<file path="src/rtl/ctrl_pkg.sv">
// Shared control definitions for the multicycle main FSM: state encodings,
// opcodes, datapath select encodings and the packed control-word type.
package ctrl_pkg;

  typedef enum logic [3:0] {
    S_FETCH    = 4'd0,
    S_DECODE   = 4'd1,
    S_MEMADR   = 4'd2,
    S_MEMREAD  = 4'd3,
    S_MEMWB    = 4'd4,
    S_MEMWRITE = 4'd5,
    S_EXECUTER = 4'd6,
    S_ALUWB    = 4'd7,
    S_EXECUTEI = 4'd8,
    S_JAL      = 4'd9,
    S_BEQ      = 4'd10
  } state_t;

  localparam logic [6:0] OP_LOAD  = 7'b0000011;
  localparam logic [6:0] OP_STORE = 7'b0100011;
  localparam logic [6:0] OP_RTYPE = 7'b0110011;
  localparam logic [6:0] OP_ITYPE = 7'b0010011;
  localparam logic [6:0] OP_JAL   = 7'b1101111;
  localparam logic [6:0] OP_BEQ   = 7'b1100011;

  localparam logic [1:0] RES_ALUOUT    = 2'b00;
  localparam logic [1:0] RES_DATA      = 2'b01;
  localparam logic [1:0] RES_ALURESULT = 2'b10;

  localparam logic [1:0] SRCA_PC    = 2'b00;
  localparam logic [1:0] SRCA_OLDPC = 2'b01;
  localparam logic [1:0] SRCA_REG   = 2'b10;

  localparam logic [1:0] SRCB_REG  = 2'b00;
  localparam logic [1:0] SRCB_IMM  = 2'b01;
  localparam logic [1:0] SRCB_FOUR = 2'b10;

  localparam logic [1:0] ALUOP_ADD   = 2'b00;
  localparam logic [1:0] ALUOP_SUB   = 2'b01;
  localparam logic [1:0] ALUOP_FUNCT = 2'b10;

  typedef struct packed {
    logic       pc_update;
    logic       branch;
    logic       ir_write;
    logic       mem_write;
    logic       reg_write;
    logic       adr_src;
    logic [1:0] result_src;
    logic [1:0] alu_src_a;
    logic [1:0] alu_src_b;
    logic [1:0] alu_op;
  } ctrl_t;

  function automatic logic is_mem_state(input state_t s);
    return (s == S_FETCH) || (s == S_MEMREAD) || (s == S_MEMWRITE);
  endfunction

endpackage

</file>
<file path="src/rtl/main_fsm_out_dec.sv">
// Moore output decode: control word from current state and wait count.
// JAL outputs exist only when MAIN_FSM_JAL_EN is defined.
module main_fsm_out_dec
  import ctrl_pkg::*;
#(
  parameter int MEM_WAIT = 0
) (
  input  state_t     i_state,
  input  logic [1:0] i_count,
  output ctrl_t      o_ctrl
);

  localparam logic [1:0] WAIT_MAX = 2'(MEM_WAIT);

  // Strobes of memory-access states fire only on the final held cycle.
  logic w_last;
  assign w_last = (i_count == WAIT_MAX);

  always_comb begin
    // NOTE: every output gets a default before the case so no path infers a latch.
    o_ctrl = '0;
    case (i_state)
      S_FETCH: begin
        o_ctrl.alu_src_b  = SRCB_FOUR;
        o_ctrl.result_src = RES_ALURESULT;
        o_ctrl.ir_write   = w_last;
        o_ctrl.pc_update  = w_last;
      end
      S_DECODE: begin
        o_ctrl.alu_src_a = SRCA_OLDPC;
        o_ctrl.alu_src_b = SRCB_IMM;
      end
      S_MEMADR: begin
        o_ctrl.alu_src_a = SRCA_REG;
        o_ctrl.alu_src_b = SRCB_IMM;
      end
      S_MEMREAD: o_ctrl.adr_src = 1'b1;
      S_MEMWB: begin
        o_ctrl.result_src = RES_DATA;
        o_ctrl.reg_write  = 1'b1;
      end
      S_MEMWRITE: begin
        o_ctrl.adr_src   = 1'b1;
        o_ctrl.mem_write = w_last;
      end
      S_EXECUTER: begin
        o_ctrl.alu_src_a = SRCA_REG;
        o_ctrl.alu_op    = ALUOP_FUNCT;
      end
      S_EXECUTEI: begin
        o_ctrl.alu_src_a = SRCA_REG;
        o_ctrl.alu_src_b = SRCB_IMM;
        o_ctrl.alu_op    = ALUOP_FUNCT;
      end
      S_ALUWB: o_ctrl.reg_write = 1'b1;
`ifdef MAIN_FSM_JAL_EN
      S_JAL: begin
        o_ctrl.alu_src_a = SRCA_OLDPC;
        o_ctrl.alu_src_b = SRCB_FOUR;
        o_ctrl.pc_update = 1'b1;
      end
`endif
      S_BEQ: begin
        o_ctrl.alu_src_a = SRCA_REG;
        o_ctrl.alu_op    = ALUOP_SUB;
        o_ctrl.branch    = 1'b1;
      end
      default: o_ctrl = '0;
    endcase
  end

endmodule

</file>
<file path="src/rtl/main_fsm.sv">
// Multicycle processor main control FSM with per-memory-state wait cycles.
// Optional jal support is compiled in with MAIN_FSM_JAL_EN.
module main_fsm
  import ctrl_pkg::*;
#(
  parameter int MEM_WAIT = 0
) (
  input  logic       clk,
  input  logic       rst_n,
  input  logic [6:0] op,
  output logic       PCUpdate,
  output logic       Branch,
  output logic       IRWrite,
  output logic       MemWrite,
  output logic       RegWrite,
  output logic       AdrSrc,
  output logic [1:0] ResultSrc,
  output logic [1:0] ALUSrcA,
  output logic [1:0] ALUSrcB,
  output logic [1:0] ALUOp,
  output logic [3:0] state_o
);

  localparam logic [1:0] WAIT_MAX = 2'(MEM_WAIT);

  state_t     r_state;
  state_t     w_next;
  logic [1:0] r_count;
  logic       r_is_load;
  logic       w_hold;
  ctrl_t      w_ctrl;

  assign w_hold = is_mem_state(r_state) && (r_count < WAIT_MAX);

  always_comb begin
    w_next = S_FETCH;
    if (w_hold) begin
      w_next = r_state;
    end else begin
      case (r_state)
        S_FETCH:  w_next = S_DECODE;
        S_DECODE: begin
          case (op)
            OP_LOAD, OP_STORE: w_next = S_MEMADR;
            OP_RTYPE:          w_next = S_EXECUTER;
            OP_ITYPE:          w_next = S_EXECUTEI;
`ifdef MAIN_FSM_JAL_EN
            OP_JAL:            w_next = S_JAL;
`endif
            OP_BEQ:            w_next = S_BEQ;
            default:           w_next = S_FETCH;
          endcase
        end
        S_MEMADR:   w_next = r_is_load ? S_MEMREAD : S_MEMWRITE;
        S_MEMREAD:  w_next = S_MEMWB;
        S_EXECUTER: w_next = S_ALUWB;
        S_EXECUTEI: w_next = S_ALUWB;
`ifdef MAIN_FSM_JAL_EN
        S_JAL:      w_next = S_ALUWB;
`endif
        default:    w_next = S_FETCH;
      endcase
    end
  end

  // The counter returns to zero whenever a state is not held, so each
  // memory-access state is always entered with a cleared count.
  always_ff @(posedge clk or negedge rst_n) begin
    // NOTE: state registers use non-blocking assignments so every flop samples pre-edge values.
    if (!rst_n) begin
      r_state   <= S_FETCH;
      r_count   <= 2'd0;
      r_is_load <= 1'b0;
    end else begin
      r_state <= w_next;
      r_count <= w_hold ? r_count + 2'd1 : 2'd0;
      if (r_state == S_DECODE) r_is_load <= (op == OP_LOAD);
    end
  end

  main_fsm_out_dec #(.MEM_WAIT(MEM_WAIT)) u_out_dec (
    .i_state (r_state),
    .i_count (r_count),
    .o_ctrl  (w_ctrl)
  );

  // Strobes are gated by reset so they drop immediately, even in FETCH.
  assign PCUpdate  = w_ctrl.pc_update & rst_n;
  assign Branch    = w_ctrl.branch    & rst_n;
  assign IRWrite   = w_ctrl.ir_write  & rst_n;
  assign MemWrite  = w_ctrl.mem_write & rst_n;
  assign RegWrite  = w_ctrl.reg_write & rst_n;
  assign AdrSrc    = w_ctrl.adr_src;
  assign ResultSrc = w_ctrl.result_src;
  assign ALUSrcA   = w_ctrl.alu_src_a;
  assign ALUSrcB   = w_ctrl.alu_src_b;
  assign ALUOp     = w_ctrl.alu_op;
  assign state_o   = r_state;

endmodule

</file>
<file path="config.mk">
export PLATFORM = sky130hd
export DESIGN_NAME = main_fsm
export DESIGN_NICKNAME = d
export VERILOG_FILES = /design/src/rtl/ctrl_pkg.sv /design/src/rtl/main_fsm_out_dec.sv /design/src/rtl/main_fsm.sv
export SDC_FILE = /design/constraint.sdc
export NUM_CORES = 1
export LEC_CHECK = 0
export CAP_MARGIN = 20
export CORE_AREA = 3 3 40 42
export DETAILED_ROUTE_END_ITERATION = 12
export DIE_AREA = 0 0 43 45
export PLACE_DENSITY = 0.79
export SYNTH_ARGS = -nofsm -noshare
export SYNTH_HDL_FRONTEND = slang
export SYNTH_SLANG_ARGS = --single-unit
</file>
<file path="constraint.sdc">
create_clock -name clk -period 1.65 [get_ports clk]
set_clock_uncertainty 0.05 [all_clocks]
set_input_delay 0.165 -clock clk [delete_from_list [all_inputs] [get_ports clk]]
set_output_delay 0.165 -clock clk [all_outputs]
set_load 0.02 [all_outputs]
</file>
Word-level counts from Yosys, hierarchy flattened --
Index checks and enable logic that the tools add are counted.
Word-level totals: register bits after elaboration 7, bits of input ports 9, output and inout bits 18, word-level logic and storage cells 47
Cells by class: add/sub/neg operators 1, magnitude comparators 1, eq/ne operators 14, muxes and demuxes 13, bitwise logic cells 4, reductions and logical operators 11
Operators by type and width (count):
- $pmux W4 S5 | 1
- $eq A4 B3 Y1 const B | 4
- $pmux W2 S2 | 4
- $pmux W4 S4 | 1
- $eq A7 B6 Y1 const B | 2
- $eq A4 B2 Y1 const B | 2
- $eq A4 B4 Y1 const B | 2
- $reduce_or A2 Y1 | 4
- $eq A7 B2 Y1 const B | 1
- $eq A7 B5 Y1 const B | 1
- $eq A7 B7 Y1 const B | 1
- $mux W1 | 5
- $and A1 B1 Y1 | 4
- $eq A4 B1 Y1 const B | 1
- $logic_not A4 Y1 | 1
- $reduce_or A4 Y1 | 1
- $mux W3 | 1
- $reduce_or A3 Y1 | 1
- $add A2 B1 Y2 const B | 1
- $logic_not A2 Y1 | 1
- $logic_or A1 B1 Y1 | 2
- $lt A2 B1 Y1 const B | 1
- $mux W2 | 1
- $logic_and A1 B1 Y1 | 1

Logic depth before layout (Yosys ltp) --
depth in word-level cells 5, depth in mapped cells 4, depth with buffers taken out 3

Hierarchy --
From an unflattened synthesis, not the netlist that was laid out.
Unflattened totals: cell total of the unflattened synthesis 63, area total of the unflattened synthesis 523.0 µm²
By module, submodules not included:
- main_fsm | instances 1, cells an instance 35, area an instance 314.1 µm², seq. area each 125.1 µm²
- main_fsm_out_dec | instances 1, cells an instance 28, area an instance 209.0 µm², seq. area each 0.0 µm²

Worst setup path before layout --
Ideal clock, no wire load.
path type register to output, start register r_state[2] (netlist: state_o[2]), end output port PCUpdate, data arrival time 1.733 ns, data required time 1.435 ns, path slack -0.298 ns, cell stages (with the launch flop) 5, buffers on the path 2, cells stage by stage dfrtp_1 buf_2 nor4_2 and2_1 buf_4
On the way: cells in the longest elaborated chain, start to end 3
Ends and longest elaborated chain:
- start, declared | line main_fsm.sv:26 | state_t r_state;
- start signal, assigned | line main_fsm.sv:75 | r_state <= w_next;
- $logic_not A4 Y1
- $mux W1
- $and A1 B1 Y1
- end, declared | line main_fsm.sv:11 | output logic PCUpdate,
Every way passes these cells.

Final worst setup path --
start register r_state[0] (netlist: state_o[0]), end output port ALUSrcB[0]
On the way: cells in the longest elaborated chain, start to end 3, elaborated cells between the ends (all ways) 6, classes of those cells 3 x eq/ne; 1 x mux; 2 x reduce/logical
Ends and longest elaborated chain:
- $eq A4 B1 Y1, or another cell as far along | line main_fsm_out_dec.sv:22 | case (i_state)
- $reduce_or A3 Y1 (no line)
- $pmux W2 S2 * | line main_fsm_out_dec.sv:22
- end, declared | line main_fsm.sv:19 | output logic [1:0] ALUSrcB,
Every way passes the cells marked *; elsewhere a longest branch is shown, timed or not.

==> impl_metrics.csv <==
group,metric,value,unit
run_status,status,"finished clean",
global_routing,overflow,0,
synth,synth-adder-area-share,2.22,%
power_and_ir_drop,peakVddDrop,0.000649,V
global_routing,grtUsageTotal,14.5,%
floorplan,pin_count,27,
global_routing,grt_pass1_wl,2.12,mm
global_routing,antenna_found_initial,0,
finish,drive_above_1_share,54.0,%
critical_path,cp-start-kind,"register",
detailed_routing,drcViolationCount,0,
critical_path,rr_startpoint,"state_o[3]",
finish,final_nets,110,
synth,synth_flop_cell,"dfrtp_1",
synth,synth_top_cell_area_share,27.8,%
detailed_routing,first_pass_iters,3,
synth,synth-edff-count,0,
synth,synth_top_family_by_area,"simple AND/OR/NAND/NOR gates",
detailed_routing,wire_per_inst,12.6,µm
global_routing,grt_start_max_net_pins,9,
detailed_routing,totalWireLength,1.45,mm
timing,fmax,0.623,GHz
critical_path,arrival,1.39,ns
clock_tree,cts_buffer_depth,2,
synth,synth_area_leaders,"dfrtp_1 (28%), nand2b_1 (5.6%), nor4b_4 (5.3%)",
detailed_routing,vias,568,
synth,yosys_register_bits,5,
synth,ys_seq_area_share,27.8,%
clock_tree,cts_sinks,5,
synth,syn_area,450,µm²
floorplan,die-area,1940,µm²
floorplan,initial_core_util,35.1,%
finish,finish.utilization,72.4,%
timing,hold_viol,0,
clock_tree,root_buffer,"clkbuf_4",
power_and_ir_drop,p_per_area,1060,nW/µm²
detailed_routing,drt_iter0_drc,6,
synth,synthMuxAreaShare,0,%
synth,synth_simple_gate_area_share,40.6,%
critical_path,crit_fanout,3,
timing,drv_slew,0,
timing,setup_viol,0,
critical_path,crit_start,"state_o[0]",
min_path,hp-class,"input pin to asynchronous set/reset pin",
synth,synth_top_area_cell,"dfrtp_1",
power_and_ir_drop,total_power,0.984,mW
clock_tree,ctsHoldBuffers,0,
critical_path,criticalPathCategory,"register to output pin",
power_and_ir_drop,leakage,0.456,nW
place,gp_congestion,0.765,
timing,max_slew_margin,71.6,%
place,io_buffers,26,
clock_tree,cts_made_buffers,3,
critical_path,required,1.43,ns
finish,synthToLayoutAreaGrowth,107,%
detailed_routing,ant_nets,0,
critical_path,rrSetupSlack,0.20,ns
synth,synthArstFlopShare,100,%
synth,avgSynthCellArea,8.83,µm²
critical_path,worst_setup_path_end_kind,"output pin",
timing,rsz0062_at_grt,"yes",
floorplan,num_rows,13,
floorplan,die_x,43,µm
synth,synth_nets,60,
timing,fin_crit,1.61,ns
job,drv_cap,0,
clock_tree,ctsHtreeMaxLevel,1,
global_routing,grt_pass1_vias,534,
synth,synth_xor_xnor_area_share,3.89,%
timing,fin_tns_setup,0,ns
timing,timing.final.crit_share,97.3,%
synth,synth_compound_area_share,16.4,%
timing,max_slew.worst_pin.slew,0.420,ns
synth,yosys_warnings,0,
clock_tree,cts_tree,"yes",
detailed_routing,drt-vias-per-instance,4.94,
floorplan,coreArea,1280,µm²
place,place.detailed.hpwl,1.14,mm
floorplan,fp.dieH,45,µm
clock_tree,clk_pin_slew,0.05,ns
clock_tree,worstSkewPairLatency,0.24,ns
synth,syn-instance-count,51,
synth,synth.distinct_cells,32,
finish,diodes,0,
==> synthesized netlist by cell type (all sizes together), types with 2 or more instances <==
cell / count
buf: 5
dfrtp: 5
nand2b: 4
nor2: 4
a21oi: 3
nand3b: 3
and2: 2
inv: 2
nand2: 2
nor3: 2
nor4: 2
nor4b: 2
o21ai: 2
==> report_power, final <==
part / internal, mW / leakage [nW] / switching (mW)
clock network: 0.0914 / 0.0150 / 0.0500
logic: 0.362 / 0.377 / 0.322
registers: 0.139 / 0.0637 / 0.0201
==> flip-flops by register name (all words and copies together) (netlist names) <==
signal / flops
state_o: 4
r_is_load: 1
==> stage by stage <==
| stage | hold slack, ns | setup slack [ns] | cell area [µm²] | std cells |
|---|---|---|---|---|
| 6_report | 0.200 | 0.0450 | 931 | 115 |
| 5_1_grt | 0.199 | -0.0285 | 931 | 115 |
| 4_1_cts | 0.196 | -0.0189 | 876 | 111 |
| 3_5_place_dp | 0.447 | -0.203 | 858 | 105 |
| 3_3_place_gp | 0.463 | -0.167 | 858 | 105 |
| 2_1_floorplan | -0.181 | -0.158 | 478 | 51 |
==> worst max-delay path: stages (launching register included) <==
cell and delay [ns]:
dfrtp_1 0.41, buf_4 0.16, buf_4 0.13, o21ai_2 0.10, o21ai_1 0.07, nor2_1 0.11, buf_4 0.15
==> final timing paths <==
kind                       cells after the start          to
max                                            6  ALUSrcB[0]
min                                            2   r_is_load
max reg2reg                                    5   r_is_load
min reg2reg                                    2   r_is_load
max in group asynchronous                      3  state_o[3]
min in group clk                               2   r_is_load
==> cells in the final DEF (no fill, tap or decap), types with 2 or more instances in the layout <==
cell type        netlist  final
buf_6                  1      5
dfrtp_1                5      3
clkbuf_4               0      3
nand3b_1               3      3
dfrtp_2                0      2
nor2_1                 4      4
inv_1                  2      2
clkdlybuf4s15_2        0      2
buf_4                  1     22
dlygate4sd2_1          0      4
a21oi_1                3      3
nand2b_1               4      3
buf_2                  3      7
clkdlybuf4s50_1        0      8
nor3_1                 2      2
==> repair_timing <==
| item | 4_1_cts | 5_1_grt |
|---|---|---|
| pin swaps | 0 | 3 |
| setup endpoints to repair | 17 | 9 |
| resized for setup | 57 | 17 |
| setup buffers | 2 | 4 |
==> logic make-up (layout without fill, tap and decap cells) <==
logic type / Yosys count / in the layout
compound gates: 10 / 10
xor+xnor: 2 / 2
fa+ha+maj: 1 / 1
buf+inv: 7 / 56
flops: 5 / 5
simple gates: 26 / 26
==> final cells by class <==
type	count	area (µm²)
Clock buffer	4	26.3
Timing Repair Buffer	50	412
Sequential cell	5	128
Multi-Input combinational cell	39	339
Tap cell	15	18.8
Fill cell	103	354
Inverter	2	7.51
==> layer usage <==
layer / GRT usage (%) / wire length [µm] / up-vias / part of all wire (%)
li1: - / - / 283 / -
met1: 12.5 / 535 / 258 / 37
met2: 31.4 / 781 / 25 / 54
met3: 3.19 / 116 / 2 / 8.0
met4: 5.42 / 20 / 0 / 1.4
met5: 0 / 0 / - / 0
Note: power is estimated with default switching activity, not from simulation.
